$ cat src/rtl/flow_quant.sv
// flow_quant: N-lane streaming quantiser for the JPEG datapath.
// Each lane multiplies a signed coefficient by an unsigned reciprocal, rounds half away from
// zero on a right shift by SHIFT and saturates to OW bits. The sideband and the data travel
// through a PIPE-deep pipeline that only advances on en=1 edges. Input-side framing checks
// drive a sticky err_frame, and an output-side counter tracks emitted blocks.
// Optional feature macro: FLOW_QUANT_ZCNT_EN adds out_zcnt, the count of zero coefficients
// in a block, presented on the out_eob beat.
module flow_quant #(
    parameter int unsigned N         = 2,
    parameter int unsigned DW        = 16,
    parameter int unsigned MW        = 12,
    parameter int unsigned OW        = 16,
    parameter int unsigned SHIFT     = 8,
    parameter int unsigned PIPE      = 4,
    parameter int unsigned BLK_BEATS = 32
) (
    input  logic            clk,
    input  logic            rst,
    input  logic            en,
    input  logic            in_valid,
    input  logic [N*DW-1:0] in_data,
    input  logic [N*MW-1:0] in_mult,
    input  logic            in_sob,
    input  logic            in_eob,
    input  logic            in_sof,
    output logic            out_valid,
    output logic [N*OW-1:0] out_data,
    output logic            out_sob,
    output logic            out_eob,
    output logic            out_sof,
    output logic [N-1:0]    out_sat,
    output logic [15:0]     out_blk_cnt,
`ifdef FLOW_QUANT_ZCNT_EN
    output logic [6:0]      out_zcnt,
`endif
    output logic            err_frame
);

    localparam int unsigned PW  = DW + MW + 1;
    localparam int unsigned BCW = $clog2(BLK_BEATS + 1);

    localparam logic [PW:0]        ONE  = {{PW{1'b0}}, 1'b1};
    localparam logic [PW:0]        HALF = (SHIFT == 0) ? '0 : (ONE << (SHIFT - 1));
    localparam logic signed [PW:0] MAXV = {{(PW - OW + 2){1'b0}}, {(OW - 1){1'b1}}};
    localparam logic signed [PW:0] MINV = ~MAXV;

    localparam logic [BCW-1:0] LAST = BCW'(BLK_BEATS - 1);
    localparam logic [BCW-1:0] FULL = BCW'(BLK_BEATS);

    // Round half away from zero on magnitude, then clamp; returns {sat, value}.
    function automatic logic [OW:0] round_sat(input logic [PW-1:0] p);
        logic        neg;
        logic [PW:0] mag;
        logic [PW:0] r;
        neg = p[PW-1];
        mag = neg ? (~{1'b1, p} + ONE) : {1'b0, p};
        mag = (mag + HALF) >> SHIFT;
        r   = neg ? (~mag + ONE) : mag;
        if ($signed(r) > MAXV) return {1'b1, MAXV[OW-1:0]};
        if ($signed(r) < MINV) return {1'b1, MINV[OW-1:0]};
        return {1'b0, r[OW-1:0]};
    endfunction

    // Sideband shift chain; bit 0 is stage 1, bit PIPE-1 drives the outputs.
    logic [PIPE-1:0] v_q, sob_q, eob_q, sof_q;
    logic [N*DW-1:0] s1_data_q;
    logic [N*MW-1:0] s1_mult_q;

    // Stage 1 and sideband pipeline; sof only counts when it arrives with sob.
    always_ff @(posedge clk) begin
        if (rst) begin
            v_q       <= '0;
            sob_q     <= '0;
            eob_q     <= '0;
            sof_q     <= '0;
            s1_data_q <= '0;
            s1_mult_q <= '0;
        end else if (en) begin
            v_q       <= {v_q[PIPE-2:0], in_valid};
            sob_q     <= {sob_q[PIPE-2:0], in_valid & in_sob};
            eob_q     <= {eob_q[PIPE-2:0], in_valid & in_eob};
            sof_q     <= {sof_q[PIPE-2:0], in_valid & in_sof & in_sob};
            s1_data_q <= in_data;
            s1_mult_q <= in_mult;
        end
    end

    logic [N*PW-1:0] prod_c;
    logic [N*PW-1:0] rs_src;
    logic [N*OW-1:0] rs_data_c;
    logic [N-1:0]    rs_sat_c;

    // Per-lane signed x unsigned product, full width so it never overflows.
    always_comb begin
        prod_c = '0;
        for (int unsigned i = 0; i < N; i++) begin
            prod_c[i*PW +: PW] = PW'($signed(s1_data_q[i*DW +: DW]))
                               * PW'({1'b0, s1_mult_q[i*MW +: MW]});
        end
    end

    // Per-lane round and saturate of whichever product feeds the final arithmetic stage.
    always_comb begin
        logic [OW:0] t;
        t         = '0;
        rs_data_c = '0;
        rs_sat_c  = '0;
        for (int unsigned i = 0; i < N; i++) begin
            t                     = round_sat(rs_src[i*PW +: PW]);
            rs_sat_c[i]           = t[OW];
            rs_data_c[i*OW +: OW] = t[OW-1:0];
        end
    end

    if (PIPE == 2) begin : g_merged
        logic [N*OW-1:0] d_q;
        logic [N-1:0]    s_q;

        assign rs_src = prod_c;

        // Multiply, round and saturate collapse into one stage.
        always_ff @(posedge clk) begin
            if (rst) begin
                d_q <= '0;
                s_q <= '0;
            end else if (en) begin
                d_q <= rs_data_c;
                s_q <= rs_sat_c;
            end
        end

        assign out_data = d_q;
        assign out_sat  = s_q;
    end else begin : g_split
        logic [N*PW-1:0]                p_q;
        logic [PIPE-3:0][N*OW-1:0]      d_q;
        logic [PIPE-3:0][N-1:0]         s_q;

        assign rs_src = p_q;

        // Product register, round/saturate register, then plain delay stages.
        always_ff @(posedge clk) begin
            if (rst) begin
                p_q <= '0;
                d_q <= '0;
                s_q <= '0;
            end else if (en) begin
                p_q    <= prod_c;
                d_q[0] <= rs_data_c;
                s_q[0] <= rs_sat_c;
                for (int unsigned k = 1; k < PIPE - 2; k++) begin
                    d_q[k] <= d_q[k-1];
                    s_q[k] <= s_q[k-1];
                end
            end
        end

        assign out_data = d_q[PIPE-3];
        assign out_sat  = s_q[PIPE-3];
    end

    assign out_valid = v_q[PIPE-1];
    assign out_sob   = sob_q[PIPE-1];
    assign out_eob   = eob_q[PIPE-1];
    assign out_sof   = sof_q[PIPE-1];

    // Block counter is computed from the beat entering the last stage so that the
    // value shown alongside an out_eob beat already includes that block.
    logic [15:0] blk_cnt_q, blk_cnt_d;

    always_comb begin
        blk_cnt_d = blk_cnt_q;
        if (v_q[PIPE-2]) begin
            blk_cnt_d = (sof_q[PIPE-2] ? 16'd0 : blk_cnt_q) + {15'd0, eob_q[PIPE-2]};
        end
    end

    // Framing checker: idx is this beat's position in its block.
    logic [BCW-1:0] bc_q, bc_d, idx;
    logic           err_q, err_d;

    always_comb begin
        bc_d  = bc_q;
        err_d = err_q;
        idx   = in_sob ? '0 : bc_q;
        if (in_valid) begin
            if (in_sob && bc_q != '0)    err_d = 1'b1;
            if (!in_sob && bc_q == '0)   err_d = 1'b1;
            if (in_sof && !in_sob)       err_d = 1'b1;
            // eob must land exactly on the last beat, and the last beat must carry eob.
            if (in_eob != (idx == LAST)) err_d = 1'b1;
            if (in_eob) begin
                bc_d = '0;
            end else if (idx != FULL) begin
                bc_d = idx + BCW'(1);
            end
        end
    end

    // Counter and checker state, frozen while en=0.
    always_ff @(posedge clk) begin
        if (rst) begin
            blk_cnt_q <= '0;
            bc_q      <= '0;
            err_q     <= 1'b0;
        end else if (en) begin
            blk_cnt_q <= blk_cnt_d;
            bc_q      <= bc_d;
            err_q     <= err_d;
        end
    end

    assign out_blk_cnt = blk_cnt_q;
    assign err_frame   = err_q;

`ifdef FLOW_QUANT_ZCNT_EN
    logic [6:0] zacc_q, zacc_d, zsum_c;

    // Zero count including the current output beat; restarts on out_sob.
    always_comb begin
        zsum_c = out_sob ? 7'd0 : zacc_q;
        for (int unsigned i = 0; i < N; i++) begin
            if (out_data[i*OW +: OW] == '0) zsum_c = zsum_c + 7'd1;
        end
        zacc_d   = out_valid ? zsum_c : zacc_q;
        out_zcnt = (out_valid && out_eob) ? zsum_c : 7'd0;
    end

    // Zero-count accumulator, advanced once per emitted beat.
    always_ff @(posedge clk) begin
        if (rst) begin
            zacc_q <= '0;
        end else if (en) begin
            zacc_q <= zacc_d;
        end
    end
`endif

endmodule

$ cat config.mk
export PLATFORM = sky130hd
export DESIGN_NAME = flow_quant
export DESIGN_NICKNAME = d
export VERILOG_FILES = /design/src/rtl/flow_quant.sv
export SDC_FILE = /design/constraint.sdc
export NUM_CORES = 2
export LEC_CHECK = 0
export BUFFER_PORTS_ARGS = -buffer_cell sky130_fd_sc_hd__buf_2
export CAP_MARGIN = 5
export CELL_PAD_IN_SITES_DETAIL_PLACEMENT = 1
export CELL_PAD_IN_SITES_GLOBAL_PLACEMENT = 1
export CORE_UTILIZATION = 53
export CTS_CLUSTER_DIAMETER = 30
export DETAILED_ROUTE_END_ITERATION = 6
export PLACE_DENSITY = 0.9
export SLEW_MARGIN = 20
export SYNTH_ARGS = -nofsm -noshare
export SYNTH_HDL_FRONTEND = slang
export SYNTH_SLANG_ARGS = --single-unit
$ cat constraint.sdc
create_clock -name clk -period 15.3 [get_ports clk]
set_clock_uncertainty 0.05 [all_clocks]
set_input_delay 1.53 -clock clk [delete_from_list [all_inputs] [get_ports clk]]
set_output_delay 1.53 -clock clk [all_outputs]
set_load 0.005 [all_outputs]
After elaboration in Yosys (flattened, before gate mapping)
Index checks and enable logic that the tools add are counted.

word-level totals
  bits in registers = 221
  output and inout port bits = 55
  word-level logic and storage cells = 76

cells by class
  $add $sub $neg = 8
  multiply operators = 2
  magnitude comparators = 4
  equal/unequal tests = 3
  muxes and demuxes = 26
  bitwise gates (word level) = 8
  reduce and logical (&&, ||, !) cells = 11

operators by type and width
  cell                   count
  $mux 17                8
  $add 30x1->30 const B  4
  $mux 30                4
  $add 30x8->30 const B  2
  $gt 30x16->1 const B   2
  $lt 30x16->1 const B   2
  $not 22->30            2
  $not 30->30            2
  $mul 16x13->29         2
  $mux 6                 3
  $add 16x1->16          1
  $mux 16                1
  $mux 1                 10
  $add 6x1->6 const B    1
  $eq 6x5->1 const B     1
  $logic_not 6->1        1
  $ne 6x6->1 const B     1
  $reduce_and 3->1       2
  $reduce_bool 6->1      1
  $and 1x1->1            4
  $reduce_bool 4->1      1
  $logic_and 1x1->1      3
  $reduce_and 2->1       1
  $reduce_bool 2->1      1
  other kinds (2)        2

Logic depth before layout (Yosys ltp)
  depth after elaboration = 12
  mapped depth = 25
  gate-level depth less buffers = 24

Worst setup path after synthesis
No wires, ideal clock.

  path kind = reg-to-reg
  start = register s1_mult_q[15]
  end = register g_split.p_q[57]
  setup time = 0.117 ns
  arrival = 5.784 ns
  setup slack = 9.350 ns
  cell stages (with the launch flop) = 24
  buffers on the path = 1
  period minus slack after synthesis = 5.950 ns
  path through = dfxtp_1 -> clkbuf_1 -> nand2_1 -> fa_1 -> inv_1 -> fa_1 -> ha_1 -> ha_1 -> inv_1 -> fa_1 -> inv_1 -> fa_1 -> a21o_1 -> a21o_1 -> a2111oi_0 -> o21ai_0 -> a41o_1 -> nor4_1 -> o41ai_1 -> nand2_1 -> a211oi_1 -> a221oi_1 -> xnor2_1 -> a22o_1

between the ends
  longest elaborated chain between the ends = 1

ends and longest elaborated chain
  what                    line  text
  from (decl)             67    logic [N*MW-1:0] s1_mult_q;
  from (signal assigned)  84    s1_mult_q <= in_mult;
  $mul 16x13->29          98    * PW'({1'b0, s1_mult_q[i*MW +: MW]});
  to (signal assigned)    148   p_q <= prod_c;
  to (decl)               135   logic [N*PW-1:0] p_q;

No other way between the ends.
A chain may end at the register's enable or synchronous reset.

Worst setup path in the final report
  start = register s1_mult_q[14]
  end = register g_split.p_q[57]

The elaborated chain is that of the path after synthesis.

==> reports/metrics.cfg <==
[clocking]
cts_tree = built
clk_path_buf_depth = 3
cts_resized = 0
root_buffer = clkbuf_16
path_clk_slew_ns = 0.05
cts_hold_buf = 0
post_cts_buffers = 0
cts.sinks = 221
clock_latency_ns = 0.63
cts_inserted_buffers = 58
htreeDepth = 2

[worst_setup_path]
cp.arrival_ns = 7.81
max_stage_delay_ns = 0.78
r2r-end = g_split.p_q[57]
reg2reg_setup_slack_ns = 7.97
worst_setup_path_start_kind = flop
critPathMostFrequentCell = inv_1
cpMaxStageDelayCell = dfxtp_1
r2r_start = s1_mult_q[14]
worst_r2r_path_depth = 23
worstPathCellList = nand2_1, fa_1, inv_1, fa_1, inv_1, fa_1, inv_1, ha_1, inv_1, fa_1, inv_1, ha_1, a21o_1, a2111oi_0, o21ai_0, a41o_1, nor4_1, o41ai_1, nand2_1, a211oi_1, a221oi_1, xnor2_1, a22o_1
endpoint_kind = flop
worstPathMaxFanout = 17
critical_path_class = reg2reg
required_ns = 15.77

[logic_synthesis]
ys_types = 100
ys_warn_count = 0
ys_seq_elements = 221
synth.net_count = 3662
async_reset_ff_frac = 0
synth_area_sq_um = 26800
syn_area_per_cell_sq_um = 8.65
syn_inst = 3101
seq_area_frac_synth = 0.165
synth_edf_count = 0
yosys_most_used_dff = dfxtp_1

[min_path]
hold_class = reg2reg
hold_start = eob_q[0]
holdPathEnd = eob_q[0]
hold_depth = 2

[die]
row_count = 82
initial_core_util = 0.536
core_area_sq_um = 50100
io_pins = 118
dieHeight_microns = 227
die_w_microns = 227
dieArea_sq_um = 51500

[power]
power_w = 0.00291
power_density_nw_per_um2 = 99.2
power.leakage_nw = 13.8
peakVddDrop_uv = 88.7

[global_routing]
antenna_found_initial = 1
grt_max_degree = 121
grt_util_all_layers = 0.349
grt_pass1_wl_mm = 141
overflow = 0
grt_pass1_vias = 26100

[timing]
hold_viol = 0
finalMaxSlewViolations = 0
fin_crit_sh = 0.479
timing.fmax_mhz = 136
setup_tns_ns = 0
worstMarginPinSlew_ns = 1.15
rsz0062_at_grt = false
period_needed_ns = 7.33
setup_viol = 0
slew_headroom = 0.230

[route]
wl_per_cell_microns = 23.1
wirelength_mm = 87.8
route.vias.total = 23100
vias_per_cell = 6.07
route.detailed.drc = 0
ant_nets = 0
drt_iter0_markers = 1927
firstDrtPassIters = 6

[placement]
dp_hpwl_mm = 60.6
port-buffer-count = 117
place_congestion = 0.890

[layout]
layout-drive-gt1-share = 0.0917
final_nets = 3641
mostFrequentLayoutCell = inv_1
final_cell_mix = 425 x inv_1, 356 x fa_1, 294 x nand2_1
areaGrowthSynthToFinish_pct = 9.53

[run_status]
status = finished clean

[flow_run]
cap_violations = 0

## where the power goes
part / total (W) / leakage, nW / switching, W / internal [W]
sequential: 0.000756 / 1.81 / 0.000110 / 0.000646
combinational: 0.000931 / 11.1 / 0.000569 / 0.000361
clock: 0.00123 / 0.937 / 0.000430 / 0.000799
## cell families after synthesis
group / synth area share
compound gates: 0.104
fa+ha+maj: 0.332
xor+xnor: 0.0540
simple gates: 0.199
buf+inv: 0.0947
flops: 0.165
mux: 0.0514
## worst max path at each step
stage / startpoint / endpoint / slack [ns] / depth (start not counted)
floorplan: s1_mult_q[15] / g_split.p_q[57] / 9.35 / 23
global route: s1_mult_q[15] / g_split.p_q[57] / 7.70 / 23
finish: s1_mult_q[14] / g_split.p_q[57] / 7.97 / 23
global placement: s1_mult_q[15] / g_split.p_q[57] / 8.91 / 22
CTS: s1_mult_q[14] / g_split.p_q[57] / 8.11 / 22
detailed placement: s1_mult_q[15] / g_split.p_q[57] / 8.32 / 23
## flip-flops by register name, indices dropped and copies added, names as in the netlist, 6 cells and up
name / count
bc_q: 6
g_split.d_q: 32
g_split.p_q: 58
out_blk_cnt: 16
out_data: 32
s1_data_q: 32
s1_mult_q: 24
## metal layers
metal,vias up,track usage,wire [microns]
met5,-,0,0
met4,0,0.176,4470
met3,344,0.0563,5690
met2,1045,0.615,43900
met1,11700,0.409,33700
li1,10000,-,-
## layout make-up
class | instances | area [sq um]
inverter | 426 | 1600
clock inverter | 39 | 433
fill | 5813 | 20700
timing repair buffer | 124 | 653
antenna | 1 | 2.50
multi-input combinational | 2249 | 19900
tap | 672 | 841
clock buffer | 71 | 1560
sequential | 221 | 4420
## per-stage QoR
stage               area (sq um)  cells  worst slack [ns]   util  hold slack, ns
floorplan                  26800   3101              9.35      -           0.391
global placement           27400   3692              8.91  0.547           0.402
detailed placement         27400   3692              8.32  0.547           0.417
CTS                        29400   3802              8.11  0.587           0.424
global route               29400   3803              7.70  0.587           0.451
finish                     29400   3803              7.97  0.587           0.420
## critical path: cells and delay by family, from the launching register on
family,cells,cell delay (ns)
buffers and inverters,5,0.29
xor gates and xnor gates,1,0.12
adders and majority gates,6,2.81
and+or+nand+nor,3,0.60
DFF,1,0.78
AOI/OAI and AO/OA,8,2.57
## synthesized netlist by cell type, drive strengths merged (22+ instances only)
library cell / n / share of area
buf: 54 / 0.014
a21oi: 85 / 0.016
o21ai: 70 / 0.013
ha: 142 / 0.066
xor2: 52 / 0.017
or3: 40 / 0.0093
mux2i: 132 / 0.049
and2: 223 / 0.052
dfxtp: 221 / 0.16
xnor2: 110 / 0.037
nor3: 38 / 0.0079
fa: 356 / 0.27
nor2: 261 / 0.037
and3: 23 / 0.0054
inv: 425 / 0.059
a211oi: 22 / 0.0065
nand2: 295 / 0.041
nand3: 46 / 0.0088
nand2b: 24 / 0.0056
clkbuf: 151 / 0.021
Power figures use the tool's default switching activity.
